File: config.mk
export PLATFORM = sky130hd
export DESIGN_NAME = ecc_rd_err_mon_64_57
export DESIGN_NICKNAME = d
export VERILOG_FILES = /design/src/rtl/ecc_rd_err_mon_64_57.sv
export SDC_FILE = /design/constraint.sdc
export NUM_CORES = 1
export LEC_CHECK = 0
export BUFFER_PORTS_ARGS = -buffer_cell sky130_fd_sc_hd__buf_2
export CAP_MARGIN = 20
export CORE_UTILIZATION = 47
export CTS_CLUSTER_DIAMETER = 120
export DETAILED_ROUTE_END_ITERATION = 16
export PLACE_DENSITY = 0.8
export SLEW_MARGIN = 10
export SYNTH_ARGS = -nofsm -noshare
export SYNTH_HDL_FRONTEND = slang
export SYNTH_SLANG_ARGS = --single-unit
File: constraint.sdc
create_clock -name clk_i -period 2.1 [get_ports clk_i]
set_clock_uncertainty 0.2 [all_clocks]
set_input_delay 0.21 -clock clk_i [delete_from_list [all_inputs] [get_ports clk_i]]
set_output_delay 0.21 -clock clk_i [all_outputs]
set_load 0.02 [all_outputs]
File: src/rtl/ecc_rd_err_mon_64_57.sv
// ============================================================================
// Module   : ecc_rd_err_mon_64_57
// Brief    : Registered consumer stage behind the 64/57 inverted-SECDED
//            decoder. It forwards corrected data, keeps saturating error
//            counters and a sticky fatal alarm, and optionally holds a
//            first-error log.
// Options  : ECC_RD_ERR_LOG_EN - builds the first-error log registers
// Revision : 1.0 - initial release
// ============================================================================
`default_nettype none

module ecc_rd_err_mon_64_57 #(
    parameter int AddrWidth = 10,
    parameter int CntWidth  = 16
) (
    input  logic                 clk_i,
    input  logic                 rst_ni,
    input  logic                 in_valid_i,
    output logic                 in_ready_o,
    input  logic [AddrWidth-1:0] in_addr_i,
    input  logic [56:0]          dec_data_i,
    input  logic [6:0]           dec_syndrome_i,
    input  logic [1:0]           dec_err_i,
    output logic                 out_valid_o,
    input  logic                 out_ready_i,
    output logic [56:0]          out_data_o,
    output logic [1:0]           out_err_o,
    output logic [AddrWidth-1:0] out_addr_o,
    input  logic                 cnt_clr_i,
    output logic [CntWidth-1:0]  corr_cnt_o,
    output logic [CntWidth-1:0]  uncorr_cnt_o,
    output logic                 fatal_o,
    input  logic                 fatal_clr_i,
    output logic                 log_valid_o,
    output logic [AddrWidth-1:0] log_addr_o,
    output logic [6:0]           log_syndrome_o,
    input  logic                 log_clr_i
);

    localparam logic [CntWidth-1:0] c_cnt_max = '1;
    localparam logic [CntWidth-1:0] c_cnt_one = {{(CntWidth-1){1'b0}}, 1'b1};

    logic                 r_out_valid;
    logic [56:0]          r_out_data;
    logic [1:0]           r_out_err;
    logic [AddrWidth-1:0] r_out_addr;
    logic [CntWidth-1:0]  r_corr_cnt;
    logic [CntWidth-1:0]  r_uncorr_cnt;
    logic                 r_fatal;

    logic                 w_accept;
    logic                 w_corr_evt;
    logic                 w_uncorr_evt;
    logic [CntWidth-1:0]  w_corr_base;
    logic [CntWidth-1:0]  w_uncorr_base;
    logic [CntWidth-1:0]  w_corr_nxt;
    logic [CntWidth-1:0]  w_uncorr_nxt;

    assign in_ready_o = ~r_out_valid | out_ready_i;
    assign w_accept   = in_valid_i & in_ready_o;

    // 2'b11 is illegal from the decoder; treat it as uncorrectable
    assign w_corr_evt   = w_accept & (dec_err_i == 2'b01);
    assign w_uncorr_evt = w_accept & dec_err_i[1];

    // The clear zeroes the base so a same-cycle event lands on 1
    always_comb begin
        w_corr_base   = cnt_clr_i ? '0 : r_corr_cnt;
        w_uncorr_base = cnt_clr_i ? '0 : r_uncorr_cnt;
        w_corr_nxt    = w_corr_base;
        w_uncorr_nxt  = w_uncorr_base;
        if (w_corr_evt && (w_corr_base != c_cnt_max)) begin
            w_corr_nxt = w_corr_base + c_cnt_one;
        end
        if (w_uncorr_evt && (w_uncorr_base != c_cnt_max)) begin
            w_uncorr_nxt = w_uncorr_base + c_cnt_one;
        end
    end

    always_ff @(posedge clk_i or negedge rst_ni) begin
        if (!rst_ni) begin
            r_out_valid <= 1'b0;
            r_out_data  <= '0;
            r_out_err   <= '0;
            r_out_addr  <= '0;
        end else if (w_accept) begin
            r_out_valid <= 1'b1;
            r_out_data  <= dec_data_i;
            r_out_err   <= dec_err_i;
            r_out_addr  <= in_addr_i;
        end else if (out_ready_i) begin
            r_out_valid <= 1'b0;
        end
    end

    always_ff @(posedge clk_i or negedge rst_ni) begin
        if (!rst_ni) begin
            r_corr_cnt   <= '0;
            r_uncorr_cnt <= '0;
            r_fatal      <= 1'b0;
        end else begin
            r_corr_cnt   <= w_corr_nxt;
            r_uncorr_cnt <= w_uncorr_nxt;
            if (w_uncorr_evt) begin
                r_fatal <= 1'b1;
            end else if (fatal_clr_i) begin
                r_fatal <= 1'b0;
            end
        end
    end

    assign out_valid_o  = r_out_valid;
    assign out_data_o   = r_out_data;
    assign out_err_o    = r_out_err;
    assign out_addr_o   = r_out_addr;
    assign corr_cnt_o   = r_corr_cnt;
    assign uncorr_cnt_o = r_uncorr_cnt;
    assign fatal_o      = r_fatal;

`ifdef ECC_RD_ERR_LOG_EN
    logic                 r_log_valid;
    logic [AddrWidth-1:0] r_log_addr;
    logic [6:0]           r_log_syndrome;
    logic                 w_log_capture;

    // A clear reopens the log in the same cycle for an arriving error
    assign w_log_capture = (w_corr_evt | w_uncorr_evt) & (~r_log_valid | log_clr_i);

    always_ff @(posedge clk_i or negedge rst_ni) begin
        if (!rst_ni) begin
            r_log_valid    <= 1'b0;
            r_log_addr     <= '0;
            r_log_syndrome <= '0;
        end else if (w_log_capture) begin
            r_log_valid    <= 1'b1;
            r_log_addr     <= in_addr_i;
            r_log_syndrome <= dec_syndrome_i;
        end else if (log_clr_i) begin
            r_log_valid    <= 1'b0;
            r_log_addr     <= '0;
            r_log_syndrome <= '0;
        end
    end

    assign log_valid_o    = r_log_valid;
    assign log_addr_o     = r_log_addr;
    assign log_syndrome_o = r_log_syndrome;
`else
    logic w_unused_log_in;

    assign w_unused_log_in = log_clr_i ^ (^dec_syndrome_i);
    assign log_valid_o     = 1'b0;
    assign log_addr_o      = '0;
    assign log_syndrome_o  = '0;
`endif

endmodule

`default_nettype wire

==> key figures <==
Run status
  – Status: finished, final reports clean

Critical path
  – Critical Path Sink Type: register
  – Critical path start-end classification: reg2reg
  – Required time of the critical path: 2140 ps
  – Largest stage delay on the critical path: 470 ps
  – Count of buffer and inverter cells on the critical path: 0
  – Maximum net fanout on the critical path: 6
  – Data arrival time of the worst path: 2050 ps
  – Cell family with most CP delay: simple AND/OR/NAND/NOR gates
  – Slowest library cell on the worst path: sky130_fd_sc_hd__nor4b_4
  – Startpoint type of the worst setup path: register
  – Ordered cell list for the critical path: and3_4 -> nand4_1 -> nor4b_4 -> a21oi_1 -> a31o_2

Logic synthesis
  – Number of distinct standard cells referenced by the synthesized netlist: 51
  – Number of flops mapped to enable cells by yosys: 0
  – Asr flop ratio synth: 100%
  – Flops & latches, synth: 103
  – Synth Area per Inst: 12.9 um^2
  – Cell types with the largest area share after synthesis: sky130_fd_sc_hd__dfrtp_1, sky130_fd_sc_hd__mux2_2, sky130_fd_sc_hd__buf_4, sky130_fd_sc_hd__xnor2_1, sky130_fd_sc_hd__nor2_1
  – Syn Std Cell Area: 4560 um^2
  – Biggest area consumer among synthesized cells: sky130_fd_sc_hd__dfrtp_1
  – Area share of the leading cell type in the synthesized netlist: 56.5%
  – Gate count of the mapped netlist: 353
  – Share of synthesized area occupied by flip-flops and latches: 56.5%
  – Cell with the most instances after synthesis: sky130_fd_sc_hd__dfrtp_1
  – Number of warning messages in the yosys log: 0
  – Most instantiated cells after synthesis: sky130_fd_sc_hd__dfrtp_1, sky130_fd_sc_hd__mux2_2, sky130_fd_sc_hd__nor2_1, sky130_fd_sc_hd__buf_4, sky130_fd_sc_hd__nand2_1
  – Most used DFF post-synth: sky130_fd_sc_hd__dfrtp_1

Floorplan
  – Total Die Area: 10100 um^2
  – CORE AREA: 9330 um^2
  – Number of placed I/O pins: 205
  – Effective utilization at floorplan: 48.9%
  – Die Ht: 100 um
  – Number of rows created at floorplan: 35
  – Width of the die: 100 um

Place
  – Count of port buffers added during placement: 178
  – HPWL reported at the end of detailed placement: 7.89 mm
  – Global placement routability congestion: 0.789

Final layout
  – Final Core Density: 69.8%
  – Number of filler cells placed in the layout: 664
  – Area Overhead vs Synth: 42.8%
  – Net count, final: 697
  – Diode insertion count for antenna repair: 0
  – Area taken by multi-input logic gates: 1820 um^2
  – Fraction of layout instances using a drive strength above 1: 48.1%
  – Seq. cell area: 2580 um^2

Drt
  – Remaining DRCs: 0
  – Final routed wire length divided by cell count: 16.7 um
  – Pre-antenna DRT Iters: 4
  – Total wire length: 12.5 mm
  – ANT nets after route: 0
  – DRT iter0 DRCs: 82
  – Detailed-route vias per instance: 4.99
  – Via count of the routed design: 3728

Flow run
  – Max-cap viol count: 0

Power and ir drop
  – Worst supply voltage drop on vdd: 0.000445 V
  – Leak pwr: 3.18 nW
  – Power density over the cells: 698 nW/um^2

Clock network
  – Maximum number of buffers from clock root to sink: 2
  – Clock latency at the later pin of the worst-skew pair: 350 ps
  – CTS clk-pin slew, worst paths: 100 ps
  – CTS buffer count: 9
  – H-Tree Level Count: 3
  – Sink count of the clock tree: 103
  – CTS tree: done
  – Root buffer selected by CTS: sky130_fd_sc_hd__clkbuf_8

Global routing
  – All-Layer GR Usage: 26.1%
  – Pin count of the biggest net entering global routing: 50
  – GRT overflow: 0
  – Vias in the first global route: 4048
  – Wire length of the first global-routing pass: 20.2 mm
  – Initial antenna violation count: 0

Hold path
  – Type of the tightest min-delay check: in2reg

Timing
  – Endpoints failing setup: 0
  – Setup repair after global routing missed its margin: yes
  – Setup TNS after final layout: 0 ps
  – Final hold violations: 0
  – Final clock period utilization by the worst path: 95.5%
  – Post-layout minimum cycle time: 2000 ps
  – Peak clock frequency supported by timing: 499 MHz
  – Fin. max-slew vios: 0
## final cells by class
class                   instances  area share (%)
clock inverters                 6           0.827
inverters                       5           0.288
well taps                     129            2.48
clock buffers                   9            1.90
multi-input cells             229            27.9
repair buffers                266            27.0
flip-flops and latches        103            39.6
## power by group
group	switching (mW)	total [mW]	internal, mW	leakage [nW]
Clock	0.705	1.15	0.444	0.0878
Sequential	0.121	2.31	2.18	1.28
Combinational	0.612	1.09	0.476	1.82
## placed cells by master, fill, tap and decap left out, types with 2 or more instances in the layout
cell                            instances
sky130_fd_sc_hd__xnor2_1               11
sky130_fd_sc_hd__and2_1                 4
sky130_fd_sc_hd__a211oi_1               2
sky130_fd_sc_hd__xor2_1                10
sky130_fd_sc_hd__nand3_1                9
sky130_fd_sc_hd__nor2b_1                9
sky130_fd_sc_hd__nor2_1                24
sky130_fd_sc_hd__buf_2                177
sky130_fd_sc_hd__o21a_1                 2
sky130_fd_sc_hd__and4b_1                2
sky130_fd_sc_hd__nor4_1                 2
sky130_fd_sc_hd__nor3_1                 4
sky130_fd_sc_hd__dlygate4sd3_1         71
sky130_fd_sc_hd__a41oi_1                2
sky130_fd_sc_hd__o211ai_1               2
sky130_fd_sc_hd__buf_4                 16
sky130_fd_sc_hd__nand2_1               11
sky130_fd_sc_hd__clkbuf_8               9
sky130_fd_sc_hd__nand2b_1               4
sky130_fd_sc_hd__buf_12                 2
sky130_fd_sc_hd__nand4_1               11
sky130_fd_sc_hd__mux2_2                69
sky130_fd_sc_hd__conb_1                18
sky130_fd_sc_hd__dfrtp_1              103
sky130_fd_sc_hd__and3_2                 2
sky130_fd_sc_hd__a21oi_1                5
sky130_fd_sc_hd__o21ai_0                2
sky130_fd_sc_hd__inv_1                  3
sky130_fd_sc_hd__clkinv_4               3
sky130_fd_sc_hd__inv_2                  2
## final timing paths
path | startpoint | end | depth (start not counted) | slack (ps)
setup / recovery | corr_cnt_o[1]$_DFF_PN0_ | corr_cnt_o[13]$_DFF_PN0_ | 5 | 100
hold / removal | out_ready_i | out_valid_o$_DFFE_PN0P_ | 4 | 60
setup reg to reg | corr_cnt_o[1]$_DFF_PN0_ | corr_cnt_o[13]$_DFF_PN0_ | 5 | 100
hold reg to reg | out_err_o[1]$_DFFE_PN0P_ | out_err_o[1]$_DFFE_PN0P_ | 2 | 280
max in group asynchronous | rst_ni | out_addr_o[4]$_DFFE_PN0P_ | 3 | 950
min in group asynchronous | rst_ni | out_addr_o[8]$_DFFE_PN0P_ | 2 | 130
## timing repair
| action | CTS | global route |
|---|---|---|
| hold endpoints to repair | 157 | 0 |
| setup buffers | 0 | 1 |
| resized for setup | 0 | 3 |
| endpoints found under the setup margin | 0 | 11 |
| hold buffers | 71 | 0 |
## kinds of logic (layout without fill, tap and decap cells)
family | Yosys count | after routing | share of synthesized area, %
other | 1 | 18 | 0.0823
AND/OR/NAND/NOR | 99 | 99 | 13.4
multiplexers | 69 | 69 | 17.0
flip-flops | 103 | 103 | 56.5
XOR/XNOR | 21 | 21 | 4.03
AO/OA/AOI/OAI | 22 | 22 | 3.65
buffers and inverters | 38 | 286 | 5.27
## per-stage QoR
stage	cell area, um^2	hold slack [ps]	setup slack, ps	std cells	power, mW
floorplan	4620	-286	69.1	370	2.90
global placement	5600	-28.0	58.5	660	3.25
detailed placement	5600	-17.5	45.7	660	3.29
CTS	6490	54.6	9.07	746	4.52
global route	6510	68.3	-58.9	747	4.74
finish	6510	60.4	95.5	747	4.54
## per-layer routing
layer  global-route usage (%)  routed length [um]
met2                     45.4                6480
met5                        0                   0
met1                     30.1                4860
met4                     13.0                 448
met3                     6.24                 702
## registers in the layout (all words and copies together) (netlist names)
name          flops
out_data_o       57
corr_cnt_o       16
out_addr_o       10
fatal_o           1
uncorr_cnt_o     16
out_err_o         2
out_valid_o       1
## worst min-delay path, stage by stage
cell and delay (ps):
sky130_fd_sc_hd__buf_2 110, sky130_fd_sc_hd__nor2b_4 50, sky130_fd_sc_hd__inv_2 130, sky130_fd_sc_hd__nand2b_1 70
Power figures use the tool's default switching activity.
